### config.mk
export PLATFORM = sky130hd
export DESIGN_NAME = cam_arbiter
export DESIGN_NICKNAME = d
export VERILOG_FILES = /design/src/rtl/cam_arbiter.sv
export SDC_FILE = /design/constraint.sdc
export NUM_CORES = 1
export LEC_CHECK = 0
export ABC_AREA = 1
export ABC_CLOCK_PERIOD_IN_PS = 5200
export BUFFER_PORTS_ARGS = -buffer_cell sky130_fd_sc_hd__buf_2
export CORE_AREA = 2 2 96 98
export CTS_BUF_LIST = sky130_fd_sc_hd__clkbuf_4 sky130_fd_sc_hd__clkbuf_8
export DETAILED_ROUTE_END_ITERATION = 6
export DIE_AREA = 0 0 98 100
export PLACE_DENSITY = 0.75
export SYNTH_ARGS = -nofsm -noshare
export SYNTH_HDL_FRONTEND = slang
export SYNTH_SLANG_ARGS = --single-unit
### constraint.sdc
create_clock -name clk -period 5.2 [get_ports clk]
set_input_delay 0.78 -clock clk [delete_from_list [all_inputs] [get_ports clk]]
set_output_delay 0.78 -clock clk [all_outputs]
set_load 0.03 [all_outputs]
### src/rtl/cam_arbiter.sv
// cam_arbiter: round-robin arbiter sharing one CAM read/write port among
// num_req_p requesters. One-deep issue register toward the CAM and a
// one-entry tag pipe that routes each read result back to its requester.
module cam_arbiter #(
  parameter int num_req_p   = 4,
  parameter int key_width_p = 16,
  parameter int val_width_p = 16
) (
  input  logic                             clk,
  input  logic                             rst,
  input  logic [num_req_p-1:0]             req_valid_i,
  input  logic [num_req_p-1:0]             req_rw_n_i,
  input  logic [num_req_p*key_width_p-1:0] req_key_i,
  input  logic [num_req_p*val_width_p-1:0] req_val_i,
  output logic [num_req_p-1:0]             req_ready_o,
  output logic [num_req_p-1:0]             resp_valid_o,
  output logic                             resp_hit_o,
  output logic [val_width_p-1:0]           resp_val_o,
  output logic                             cam_valid_o,
  output logic                             cam_rw_n_o,
  output logic [key_width_p-1:0]           cam_key_o,
  output logic [val_width_p-1:0]           cam_val_o,
  input  logic                             cam_hit_i,
  input  logic [val_width_p-1:0]           cam_val_i
);

  localparam int ptr_w_lp = (num_req_p > 1) ? $clog2(num_req_p) : 1;

  logic [ptr_w_lp-1:0]    ptr_q, ptr_d;
  logic                   issue_valid_q, issue_valid_d;
  logic                   issue_rw_n_q, issue_rw_n_d;
  logic [key_width_p-1:0] issue_key_q, issue_key_d;
  logic [val_width_p-1:0] issue_val_q, issue_val_d;
  logic [ptr_w_lp-1:0]    issue_id_q, issue_id_d;
  logic                   tag_valid_q, tag_valid_d;
  logic [ptr_w_lp-1:0]    tag_id_q, tag_id_d;

  logic [num_req_p-1:0]   grant_oh;
  logic                   grant_found;
  logic [ptr_w_lp-1:0]    grant_id;
  logic [ptr_w_lp-1:0]    cand;

  // Pick the first valid requester starting at ptr and wrapping around.
  always_comb begin
    grant_oh    = '0;
    grant_found = 1'b0;
    grant_id    = '0;
    cand        = '0;
    for (int k = 0; k < num_req_p; k++) begin
      cand = ptr_w_lp'((int'(ptr_q) + k) % num_req_p);
      if (!grant_found && req_valid_i[cand]) begin
        grant_found    = 1'b1;
        grant_oh[cand] = 1'b1;
        grant_id       = cand;
      end
    end
  end

  assign req_ready_o = grant_oh;

  // Next pointer, issue register and read tag.
  always_comb begin
    ptr_d         = ptr_q;
    issue_valid_d = 1'b0;
    issue_rw_n_d  = issue_rw_n_q;
    issue_key_d   = issue_key_q;
    issue_val_d   = issue_val_q;
    issue_id_d    = issue_id_q;
    tag_valid_d   = issue_valid_q & issue_rw_n_q;
    tag_id_d      = issue_valid_q ? issue_id_q : tag_id_q;

    if (grant_found) begin
      ptr_d         = (grant_id == ptr_w_lp'(num_req_p - 1)) ? '0 : grant_id + 1'b1;
      issue_valid_d = 1'b1;
      issue_rw_n_d  = req_rw_n_i[grant_id];
      issue_key_d   = req_key_i[int'(grant_id)*key_width_p +: key_width_p];
      issue_val_d   = req_val_i[int'(grant_id)*val_width_p +: val_width_p];
      issue_id_d    = grant_id;
    end
  end

  // State registers; reset drops any in-flight command and pending response.
  always_ff @(posedge clk or negedge rst) begin
    if (!rst) begin
      ptr_q         <= '0;
      issue_valid_q <= 1'b0;
      issue_rw_n_q  <= 1'b1;
      issue_key_q   <= '0;
      issue_val_q   <= '0;
      issue_id_q    <= '0;
      tag_valid_q   <= 1'b0;
      tag_id_q      <= '0;
    end else begin
      ptr_q         <= ptr_d;
      issue_valid_q <= issue_valid_d;
      issue_rw_n_q  <= issue_rw_n_d;
      issue_key_q   <= issue_key_d;
      issue_val_q   <= issue_val_d;
      issue_id_q    <= issue_id_d;
      tag_valid_q   <= tag_valid_d;
      tag_id_q      <= tag_id_d;
    end
  end

  assign cam_valid_o = issue_valid_q;
  assign cam_rw_n_o  = issue_rw_n_q;
  assign cam_key_o   = issue_key_q;
  assign cam_val_o   = issue_val_q;

  // Steer the CAM read result to the requester recorded in the tag.
  always_comb begin
    resp_valid_o = '0;
    if (tag_valid_q) resp_valid_o[tag_id_q] = 1'b1;
  end

  assign resp_hit_o = cam_hit_i;
  assign resp_val_o = cam_val_i;

endmodule
==> reports/results.ini <==
[routing]
drt_iter0_drc=120
num_vias=3938
drcViolationCount=0
via_per_inst=4.910
ant_nets=0
wl_per_cell_um=12.04
firstDrtPassIters=5
drt_wl_total_um=9653

[critical_path]
crit_path_max_fanout=58
required_ps=5380
worstSetupPathType=reg -> reg
crit_chain=inv_6 > ha_1 > inv_1 > nand3_2 > nand2_4 > a21oi_2 > nand2_2 > nand2_2 > buf_4 > nand2_1 > nand3_1 > nand2_1 > nand2_1 > nand2_1
cpMostUsedCell=nand2_1
critPathCaptureType=flip-flop
r2r-start=ptr_q[0]
r2r_end=cam_val_o[15]
cp_slowest_cell=dfrtp_1
arrival_ps=3680
rrSetupSlack_ps=1700
crit_start=ptr_q[0]
slowest_delay_ps=650
reg2regPathDepth=14
cp-start-kind=flip-flop

[timing]
fin_crit_sh_pct=67.35
period_minus_slack_ps=3502
holdWs_ps=485.3
fmax_mhz=285.5
slew_headroom_pct=38.64
final.setup.tns_ps=0
drv_slew=0
rsz0062_at_grt=no
layout_setup_ws_ps=1698
hold_viol=0
skew_ps=8.067
worst_pin_slew_ps=920.3
finalSetupViolations=0

[cts]
hold_buffers=0
cts_tree=done
cts-root-buf=clkbuf_8
cts_buffers=5
postCtsSetupBuffers=0
cts_sinks=41
clk_pin_slew_ps=80
cts_buffer_depth=2
cts_max_level=2
cts_resized=0
clk_latency_ps=280

[power]
clkPwrFrac_pct=6.1
powerDensity_nw_per_um2=862.7
intPower_mw=1.530
seqPwrFrac_pct=17.3
p_switching_mw=2.194
ir_drop_mv=0.4178
p_leak_nw=2.625
pwr-share-comb_pct=76.6
swShare_pct=58.91

[synth]
synth_top_area_cell=dfrtp_1
synth_cell_types=32
synth_seq_cells=41
synthTopCellsByCount=nand2_1 (179), nand3_1 (89), inv_1 (88)
syn-cell-area_sq_um=3453
yosys_warnings=0
syn_inst=545
postSynthAreaPerCell_sq_um=6.336
syn_nets=706
yosysMostFrequentCell=nand2_1
async_flop_share_pct=100.0
synth_edf_count=0
synthTopCellsByArea=dfrtp_1 (29%), nand2_1 (19%), nand3_1 (13%)
yosys.area.top_type_share_pct=28.99
synthFlopType=dfrtp_1
synth_seq_area_share_pct=29.75

[floorplanning]
num_io_pins=214
core_area_sq_um=8890
placementRows=35
die_height_um=100
start_util_pct=38.85
die-area_sq_um=9800
die_x_um=98

[worst_hold_path]
worstHoldStart=issue_id_q[0]
worst_hold_path_type=reg -> reg
worst_hold_path.endpoint=issue_id_q[0]
holdPathStages=2

[placed_design]
dp_hpwl_um=7415
portBuffers=179
placed_cells=794
gp_congestion=0.8753
pre_cts_ws_ps=1695
dpl_cell_area_sq_um=4215

[finish]
drive_above_1_share_pct=31.40
areaGrowthSynthToFinish_pct=25.00
fill_cells=943
fin_area_sq_um=4317
final_cells=802
nNetsFinal=851
antenna_cells=0

[global_routing]
grt_pass1_wl_um=15880
grt_overflow_total=0
grt_pass1_vias=3613
antenna_found_initial=0
grtUsageTotal_pct=19.16
grt_start_max_net_pins=59

[outcome]
outcome=complete, no violations

[job]
maxCapViolations=0

cells by family (layout without fill, tap and decap cells):
| logic type | count (synthesis) | count (layout) | synth area share (%) |
|---|---|---|---|
| and+or+nand+nor | 321 | 321 | 41.85 |
| buffers and inverters | 138 | 284 | 19.02 |
| DFF | 41 | 41 | 29.75 |
| AOI/OAI and AO/OA | 39 | 39 | 7.210 |
| adders and majority gates | 6 | 6 | 2.174 |
layout by cell type, fill, tap and decap left out, types with 2 or more instances in the layout:
cell type,count
o21ai_1,8
nor3_1,4
inv_1,88
o211ai_1,12
o22ai_1,3
or2_1,12
nand3_2,3
nand3_1,89
nor2_4,2
o21ai_0,5
dfrtp_1,40
nor2_1,18
ha_1,6
nand2_1,179
a22oi_1,2
clkbuf_8,7
inv_2,5
buf_2,179
o221ai_1,2
a21oi_1,4
nand2_2,7
buf_4,2
nand2_4,3
nor2_2,3
power by group through the flow:
stage / combinational (mW) / sequential, mW / clock [mW]
CTS: 2.89 / 0.643 / 0.238
floorplan: 2.13 / 0.887 / 0
detailed placement: 2.88 / 0.644 / 0
global route: 3.24 / 0.665 / 0.252
finish: 2.85 / 0.644 / 0.228
global placement: 2.79 / 0.645 / 0
state kept, by name, summed over array words and instances, names as in the netlist:
register / count
cam_key_o: 16
cam_rw_n_o: 1
cam_val_o: 16
cam_valid_o: 1
issue_id_q: 2
ptr_q: 2
tag_id_q: 2
tag_valid_q: 1
metrics by stage:
step	total power, mW	utilization (%)
global placement	3.437	47.42
floorplan	3.022	-
global route	4.157	48.56
CTS	3.769	48.56
detailed placement	3.525	47.42
finish	3.724	48.56
worst max path at each step:
stage | slack, ps | cells past startpoint | endpoint
floorplan | 2330 | 8 | req_ready_o[1]
global placement | 1850 | 14 | cam_val_o[15]
CTS | 1670 | 14 | cam_key_o[6]
global route | 1310 | 14 | cam_val_o[15]
finish | 1700 | 14 | cam_val_o[15]
detailed placement | 1690 | 14 | cam_key_o[6]
layout make-up:
| type | instances | area, sq um | share of cell area (%) |
|---|---|---|---|
| timing repair buffer | 181 | 910.9 | 21.10 |
| inverter | 95 | 364.1 | 8.435 |
| clock buffer | 7 | 96.34 | 2.232 |
| multi-input combinational | 366 | 1774 | 41.10 |
| tap | 111 | 138.9 | 3.217 |
| clock inverter | 1 | 5.005 | 0.1159 |
| sequential | 41 | 1027 | 23.80 |
critical path: cells and delay by family, from the launching register on:
| family | cells | cell delay (ps) |
|---|---|---|
| and+or+nand+nor | 9 | 1500 |
| DFF | 1 | 650 |
| buffers and inverters | 3 | 720 |
| AOI/OAI and AO/OA | 1 | 150 |
| adders and majority gates | 1 | 350 |
per-layer routing:
layer | track usage [%] | vias to the layer above | part of all wire (%) | wire length, um
li1 | - | 1955 | - | -
met1 | 22.01 | 1815 | 39 | 3777
met2 | 35.83 | 148 | 52 | 5048
met3 | 4.387 | 20 | 6.8 | 655
met4 | 5.021 | 0 | 1.8 | 172
met5 | 0 | - | 0 | 0
(Power assumes the default switching activity.)
